==> src/rtl/c1541_track_sched_if.sv <==
`default_nettype none
// ============================================================================
//  Module      : c1541_track_sched_if
//  Description : Signal bundle between the 1541 drive logic / track engine
//                and the head-position and track-buffer scheduler.
//                master : drive logic and track engine side
//                         (drives mtr, stp, act, buff_we, disk_change, busy)
//                slave  : scheduler side
//                         (drives track, ht_pos, tr00_sense_n, save_req,
//                          load_req, dirty, sched_idle)
//  Revision    : 1.0  initial release
// ============================================================================
interface c1541_track_sched_if;
    logic       mtr;           // spindle motor on
    logic [1:0] stp;           // stepper phase
    logic       act;           // activity LED
    logic       buff_we;       // track buffer written this cycle
    logic       disk_change;   // new image inserted (level)
    logic       busy;          // track engine busy
    logic [5:0] track;         // committed track held in the buffer
    logic [6:0] ht_pos;        // live half-track position
    logic       tr00_sense_n;  // low on track 0
    logic       save_req;      // one-cycle write-back request
    logic       load_req;      // one-cycle load request
    logic       dirty;         // buffer modified since last load/save
    logic       sched_idle;    // scheduler idle

    modport master (
        output mtr, stp, act, buff_we, disk_change, busy,
        input  track, ht_pos, tr00_sense_n, save_req, load_req, dirty, sched_idle
    );

    modport slave (
        input  mtr, stp, act, buff_we, disk_change, busy,
        output track, ht_pos, tr00_sense_n, save_req, load_req, dirty, sched_idle
    );
endinterface
`default_nettype wire

==> src/rtl/c1541_track_sched.sv <==
`default_nettype none
// ============================================================================
//  Module      : c1541_track_sched
//  Description : Head-position controller and track-buffer scheduler for one
//                1541 drive. Decodes stepper phases into a half-track
//                position, waits for the head to settle, then writes back a
//                modified buffer before loading the newly selected track.
//  Ports       : clk_c1541 - drive clock
//                reset     - synchronous, active-high
//                bus       - c1541_track_sched_if.slave (stepper, activity,
//                            buffer-write and engine handshake signals)
//  Option      : C1541_STEP_SETTLE_EN - when defined, SETTLE waits
//                SETTLE_CYCLES after the last step; otherwise SETTLE lasts
//                a single cycle and no counter is built.
//  Revision    : 1.0  initial release
// ============================================================================
module c1541_track_sched #(
    parameter int HT_RESET      = 36,
    parameter int HT_MIN        = 1,
    parameter int HT_MAX        = 80,
    parameter int SETTLE_CYCLES = 32000
) (
    input  wire logic            clk_c1541,
    input  wire logic            reset,
    c1541_track_sched_if.slave   bus
);

    typedef enum logic [2:0] {
        S_IDLE         = 3'd0,
        S_SETTLE       = 3'd1,
        S_SAVE         = 3'd2,
        S_WAIT_SAVE_HI = 3'd3,
        S_WAIT_SAVE_LO = 3'd4,
        S_LOAD         = 3'd5,
        S_WAIT_LOAD_HI = 3'd6,
        S_WAIT_LOAD_LO = 3'd7
    } state_t;

    localparam logic [6:0] c_ht_reset = 7'(HT_RESET);
    localparam logic [6:0] c_ht_min   = 7'(HT_MIN);
    localparam logic [6:0] c_ht_max   = 7'(HT_MAX);
    localparam logic [5:0] c_tr_reset = 6'(HT_RESET >> 1);

    state_t     r_state;
    logic [1:0] r_stp;
    logic       r_act;
    logic [6:0] r_ht_pos;
    logic [5:0] r_track;
    logic       r_dirty;
    logic       r_no_load;   // current save was started by activity, not a seek
    logic       r_dc_pend;   // disk change seen, load owed once it drops

    logic       w_up;
    logic       w_dn;
    logic       w_step;
    logic       w_act_fall;
    logic [5:0] w_ht_track;
    logic       w_same;
    logic       w_settle_done;

    // Phase sequence 0->2->1->3->0 moves the head inward (up).
    assign w_up = bus.mtr && (((r_stp == 2'd0) && (bus.stp == 2'd2)) ||
                              ((r_stp == 2'd2) && (bus.stp == 2'd1)) ||
                              ((r_stp == 2'd1) && (bus.stp == 2'd3)) ||
                              ((r_stp == 2'd3) && (bus.stp == 2'd0)));
    assign w_dn = bus.mtr && (((r_stp == 2'd0) && (bus.stp == 2'd3)) ||
                              ((r_stp == 2'd2) && (bus.stp == 2'd0)) ||
                              ((r_stp == 2'd1) && (bus.stp == 2'd2)) ||
                              ((r_stp == 2'd3) && (bus.stp == 2'd1)));
    assign w_step     = w_up | w_dn;
    assign w_act_fall = r_act & ~bus.act;
    assign w_ht_track = r_ht_pos[6:1];
    assign w_same     = (w_ht_track == r_track);

`ifdef C1541_STEP_SETTLE_EN
    localparam int             c_cw          = (SETTLE_CYCLES > 1) ? $clog2(SETTLE_CYCLES) : 1;
    localparam logic [c_cw-1:0] c_settle_init = c_cw'(SETTLE_CYCLES - 1);
    logic [c_cw-1:0] r_settle;

    // A step in the final settle cycle still restarts the wait.
    assign w_settle_done = !w_step && (r_settle == '0);
`else
    // Without the settle counter the parameter only keeps both builds
    // instantiable with the same parameter list.
    logic w_unused_settle;
    assign w_unused_settle = (SETTLE_CYCLES > 1);
    assign w_settle_done   = 1'b1;
`endif

    // Head position tracks the stepper independently of the scheduler so
    // steps during I/O are never lost.
    always_ff @(posedge clk_c1541) begin
        if (reset) begin
            r_stp    <= bus.stp;
            r_ht_pos <= c_ht_reset;
        end else begin
            r_stp <= bus.stp;
            if (w_up && (r_ht_pos != c_ht_max)) begin
                r_ht_pos <= r_ht_pos + 7'd1;
            end else if (w_dn && (r_ht_pos != c_ht_min)) begin
                r_ht_pos <= r_ht_pos - 7'd1;
            end
        end
    end

    always_ff @(posedge clk_c1541) begin
        if (reset) begin
            r_state   <= S_IDLE;
            r_act     <= 1'b0;
            r_track   <= c_tr_reset;
            r_dirty   <= 1'b0;
            r_no_load <= 1'b0;
            r_dc_pend <= 1'b0;
`ifdef C1541_STEP_SETTLE_EN
            r_settle  <= '0;
`endif
        end else begin
            r_act <= bus.act;
            if (bus.buff_we) begin
                r_dirty <= 1'b1;
            end

            if (bus.disk_change) begin
                // The old buffer belongs to the removed image: never save it.
                r_state   <= S_IDLE;
                r_dc_pend <= 1'b1;
                r_no_load <= 1'b0;
            end else if (r_dc_pend) begin
                r_dc_pend <= 1'b0;
                r_state   <= S_LOAD;
                r_track   <= w_ht_track;
                r_dirty   <= 1'b0;
            end else begin
                case (r_state)
                    S_IDLE: begin
                        if (w_step || !w_same) begin
                            r_state  <= S_SETTLE;
`ifdef C1541_STEP_SETTLE_EN
                            r_settle <= c_settle_init;
`endif
                        end else if (w_act_fall && r_dirty) begin
                            r_state   <= S_SAVE;
                            r_no_load <= 1'b1;
                            r_dirty   <= 1'b0;
                        end
                    end
                    S_SETTLE: begin
                        if (w_settle_done) begin
                            if (w_same) begin
                                r_state <= S_IDLE;
                            end else if (r_dirty) begin
                                r_state   <= S_SAVE;
                                r_no_load <= 1'b0;
                                r_dirty   <= 1'b0;
                            end else begin
                                r_state <= S_LOAD;
                                r_track <= w_ht_track;
                                r_dirty <= 1'b0;
                            end
                        end
`ifdef C1541_STEP_SETTLE_EN
                        else if (w_step) begin
                            r_settle <= c_settle_init;
                        end else begin
                            r_settle <= r_settle - c_cw'(1);
                        end
`endif
                    end
                    S_SAVE:         r_state <= S_WAIT_SAVE_HI;
                    S_WAIT_SAVE_HI: if (bus.busy) r_state <= S_WAIT_SAVE_LO;
                    S_WAIT_SAVE_LO: begin
                        if (!bus.busy) begin
                            if (r_no_load) begin
                                r_state <= S_IDLE;
                            end else begin
                                r_state <= S_LOAD;
                                r_track <= w_ht_track;
                                r_dirty <= 1'b0;
                            end
                        end
                    end
                    S_LOAD:         r_state <= S_WAIT_LOAD_HI;
                    S_WAIT_LOAD_HI: if (bus.busy) r_state <= S_WAIT_LOAD_LO;
                    S_WAIT_LOAD_LO: if (!bus.busy) r_state <= S_IDLE;
                    default:        r_state <= S_IDLE;
                endcase
            end

            if (bus.disk_change) begin
                r_dirty <= 1'b0;
            end
        end
    end

    // Requests are decoded straight from the state register, so each is
    // high for exactly the one cycle spent in SAVE or LOAD.
    assign bus.track        = r_track;
    assign bus.ht_pos       = r_ht_pos;
    assign bus.tr00_sense_n = |r_ht_pos[6:1];
    assign bus.save_req     = (r_state == S_SAVE);
    assign bus.load_req     = (r_state == S_LOAD);
    assign bus.dirty        = r_dirty;
    assign bus.sched_idle   = (r_state == S_IDLE);

endmodule
`default_nettype wire

==> src/flat_wrapper.sv <==
// flat-port wrapper written by rule: the top's interface ports become plain ports
module c1541_track_sched_flat 
#(
    parameter int HT_RESET      = 36,
    parameter int HT_MIN        = 1,
    parameter int HT_MAX        = 80,
    parameter int SETTLE_CYCLES = 32000
)
  (clk_c1541, reset, bus_mtr, bus_stp, bus_act, bus_buff_we, bus_disk_change, bus_busy, bus_track, bus_ht_pos, bus_tr00_sense_n, bus_save_req, bus_load_req, bus_dirty, bus_sched_idle);
  c1541_track_sched_if bus_i ();
  input  wire logic clk_c1541;
  input  wire logic reset;
  input wire logic [$bits(bus_i.mtr)-1:0] bus_mtr;
  input wire logic [$bits(bus_i.stp)-1:0] bus_stp;
  input wire logic [$bits(bus_i.act)-1:0] bus_act;
  input wire logic [$bits(bus_i.buff_we)-1:0] bus_buff_we;
  input wire logic [$bits(bus_i.disk_change)-1:0] bus_disk_change;
  input wire logic [$bits(bus_i.busy)-1:0] bus_busy;
  output wire logic [$bits(bus_i.track)-1:0] bus_track;
  output wire logic [$bits(bus_i.ht_pos)-1:0] bus_ht_pos;
  output wire logic [$bits(bus_i.tr00_sense_n)-1:0] bus_tr00_sense_n;
  output wire logic [$bits(bus_i.save_req)-1:0] bus_save_req;
  output wire logic [$bits(bus_i.load_req)-1:0] bus_load_req;
  output wire logic [$bits(bus_i.dirty)-1:0] bus_dirty;
  output wire logic [$bits(bus_i.sched_idle)-1:0] bus_sched_idle;
  assign bus_i.mtr = bus_mtr;
  assign bus_i.stp = bus_stp;
  assign bus_i.act = bus_act;
  assign bus_i.buff_we = bus_buff_we;
  assign bus_i.disk_change = bus_disk_change;
  assign bus_i.busy = bus_busy;
  assign bus_track = bus_i.track;
  assign bus_ht_pos = bus_i.ht_pos;
  assign bus_tr00_sense_n = bus_i.tr00_sense_n;
  assign bus_save_req = bus_i.save_req;
  assign bus_load_req = bus_i.load_req;
  assign bus_dirty = bus_i.dirty;
  assign bus_sched_idle = bus_i.sched_idle;
  c1541_track_sched #(.HT_RESET(HT_RESET), .HT_MIN(HT_MIN), .HT_MAX(HT_MAX), .SETTLE_CYCLES(SETTLE_CYCLES)) u_core (.clk_c1541(clk_c1541), .reset(reset), .bus(bus_i));
endmodule
==> config.mk <==
export PLATFORM = sky130hd
export DESIGN_NAME = c1541_track_sched_flat
export DESIGN_NICKNAME = d
export VERILOG_FILES = /design/src/rtl/c1541_track_sched_if.sv /design/src/rtl/c1541_track_sched.sv /design/src/flat_wrapper.sv
export SDC_FILE = /design/constraint.sdc
export NUM_CORES = 1
export LEC_CHECK = 0
export BUFFER_PORTS_ARGS = -buffer_cell sky130_fd_sc_hd__buf_2
export CORE_MARGIN = 5
export CORE_UTILIZATION = 50
export DETAILED_ROUTE_END_ITERATION = 8
export PLACE_DENSITY = 0.7
export SLEW_MARGIN = 30
export SYNTH_ARGS = -nofsm -noshare
export SYNTH_HDL_FRONTEND = slang
export SYNTH_SLANG_ARGS = --single-unit
==> constraint.sdc <==
create_clock -name clk_c1541 -period 4.5 [get_ports clk_c1541]
set_input_delay 0.45 -clock clk_c1541 [delete_from_list [all_inputs] [get_ports clk_c1541]]
set_output_delay 0.45 -clock clk_c1541 [all_outputs]
set_load 0.02 [all_outputs]
==> impl_metrics.json <==
{
  "fill_cells": 271,
  "arrival_ps": 1870,
  "drc": 0,
  "rsz0062_at_grt": "no",
  "nets": 213,
  "leakage_nw": 0.696,
  "grt_pass1_wl_microns": 5620,
  "crit_chain": "or4_1, or3_1, buf_2",
  "seq_area_sq_um": 440,
  "core_sq_mm": 0.00281,
  "cts_hold_repair.buffers": 0,
  "ctsResizeCount": 0,
  "critPathMaxStageDelay_ps": 620,
  "vias": 1364,
  "ys_seq_elements": 22,
  "required_ps": 4050,
  "clock_latency_ps": 310,
  "synth.avg_cell_area_sq_um": 8.27,
  "clk_path_buf_depth": 2,
  "synth_warnings": 0,
  "netlist_instances": 179,
  "grt_max_degree": 23,
  "routabilityCongestion": 0.885,
  "worstMarginPinSlew_ps": 600,
  "yosysSeqAreaShare_pct": 29.8,
  "pin_count": 27,
  "cp-end-kind": "primary output",
  "routed_via_density": 5.93,
  "layout_worst_path_cycle_share_pct": 51.6,
  "antenna_found_initial": 0,
  "wl_microns": 3380,
  "syn_area_sq_mm": 0.00148,
  "ys_types": 52,
  "dieArea_sq_mm": 0.00415,
  "grt-ovfl-total": 0,
  "critPathMaxFanout": 11,
  "critPathKind": "reg2out",
  "cts.sinks": 22,
  "hold_slack_ps": 247,
  "drive_above_1_share_pct": 19.1,
  "fp.dieH_microns": 64.4,
  "async_flop_share_pct": 0,
  "io_buffers": 26,
  "synth_edf_count": 0,
  "min_path_type": "in2reg",
  "grt.total_usage_pct": 17.0,
  "htreeDepth": 1,
  "start_util_pct": 52.8,
  "clkSlewWorstSetupHoldPaths_ps": 130,
  "cts_buffers": 3,
  "die_w_microns": 64.4,
  "multi_input_area_sq_um": 970,
  "startpoint_type": "flip-flop",
  "setup_violations": 0,
  "cts_tree": "yes",
  "cts_root_buffer": "clkbuf_4",
  "routedWlPerCell_microns": 14.7,
  "hpwl_microns": 2630,
  "antenna_cells": 0,
  "syn_nets": 192,
  "ant_nets": 0,
  "final_core_util_pct": 59.0,
  "postCtsSetupRepairBufs": 0,
  "status": "complete, no violations",
  "grt_pass1_vias": 1313,
  "cellPowerDensity_mw_per_mm2": 301,
  "cap_violations": 0,
  "slew_headroom_pct": 60.0,
  "drv_slew": 0,
  "finalSetupTns_ps": 0,
  "finalClockSkew_ps": 2.14,
  "period_minus_slack_ps": 2320,
  "hold_violations": 0,
  "vdd_drop_max_uv": 172,
  "drt_iter0_drc": 119,
  "fmax_mhz": 431,
  "placementRows": 19,
  "dr.pass1.iters": 4,
  "crit_slowest_cell": "or4_1",
  "instances_no_fill": 230,
  "syn2layout_area_growth_pct": 11.8,
  "dpl.cell_count": 226,
  "synthFlopType": "dfxtp_1"
}
[flip-flops by register name, summed over array words and instances (netlist names)]
name,flops
u_core.r_state,3
u_core.r_no_load,1
u_core.bus.ht_pos,7
u_core.r_act,1
u_core.bus.track,6
u_core.r_dc_pend,1
u_core.bus.dirty,1
u_core.r_stp,2
[cell families (layout without fill, tap and decap cells)]
kind of cell | count (synthesis) | in the layout | share of synthesized area, %
multiplexers | 12 | 12 | 8.20
AO/OA/AOI/OAI | 35 | 35 | 17.8
AND/OR/NAND/NOR | 81 | 81 | 30.9
flip-flops | 22 | 22 | 29.8
buffers and inverters | 16 | 36 | 4.73
XOR/XNOR | 9 | 9 | 5.33
adder cells (fa/ha/maj) | 4 | 4 | 3.38
[worst max-delay path, delay by kind of cell, from the launching register on]
kind | cells | cell delay (ps)
buf+inv | 1 | 170
flops | 1 | 440
simple gates | 2 | 960
[synth_stat cells, types with 2 or more instances]
master / number / area [sq um]
and2_1: 4 / 25.0
nand3_1: 7 / 35.0
o21ai_0: 5 / 25.0
dfxtp_1: 22 / 440
xor2_1: 9 / 78.8
or2_2: 3 / 18.8
nor3_1: 7 / 35.0
nand4_1: 6 / 37.5
a211oi_1: 2 / 15.0
buf_2: 2 / 10.0
a31oi_1: 2 / 12.5
inv_1: 6 / 22.5
clkbuf_1: 7 / 26.3
nand2_1: 10 / 37.5
a21oi_1: 7 / 35.0
nand2b_1: 12 / 75.1
nor2_1: 14 / 52.6
a22oi_1: 2 / 15.0
ha_1: 4 / 50.1
nor2b_1: 4 / 25.0
mux2i_1: 11 / 110
or3_1: 3 / 18.8
[stage by stage]
stage	instance area (sq um)	power (mW)	setup WS, ps
CTS	1650	0.501	2160
finish	1650	0.497	2180
global route	1650	0.525	2110
detailed placement	1600	0.345	2420
floorplan	1480	0.317	2550
global placement	1600	0.342	2460
[worst paths after layout]
path                        startpoint             endpoint  slack (ps)  cells after the start
setup reg to reg  u_core.bus.ht_pos[4]  u_core.bus.track[3]        2470                      5
setup / recovery  u_core.bus.ht_pos[3]     bus_tr00_sense_n        2180                      3
hold / removal              bus_stp[0]      u_core.r_stp[0]         250                      1
hold reg to reg    u_core.bus.track[5]  u_core.bus.track[5]         520                      2
[report_power, final]
part	total (mW)	leakage (nW)	switching, mW	internal, mW
clock network	0.155	0.0279	0.0652	0.0901
logic	0.120	0.489	0.0674	0.0522
registers	0.222	0.180	0.0189	0.203
total	0.497	0.696	0.151	0.346
[area by class of cell]
| class | count | share of cell area [%] |
|---|---|---|
| Multi-Input combinational cell | 141 | 58.6 |
| Sequential cell | 22 | 26.6 |
| Timing Repair Buffer | 26 | 7.87 |
| Tap cell | 31 | 2.34 |
| Clock inverter | 1 | 1.82 |
| Clock buffer | 3 | 1.36 |
| Inverter | 6 | 1.36 |
[routing by layer]
layer  vias up  track usage (%)  routed length, microns
met4         0             9.50                      78
met1       615             18.3                    1370
met2        53             30.4                    1740
met3         8             3.97                     202
met5         -                0                       0
li1        688                -                       -
[placed cells by master (no fill, tap or decap), types with 7 or more instances in the layout]
cell / instances
a21oi_1: 7
buf_2: 26
dfxtp_1: 22
mux2i_1: 11
nand2_1: 10
nand2b_1: 12
nand3_1: 7
nor2_1: 14
nor3_1: 7
xor2_1: 9
No activity file was read; power rests on OpenSTA's default activity.
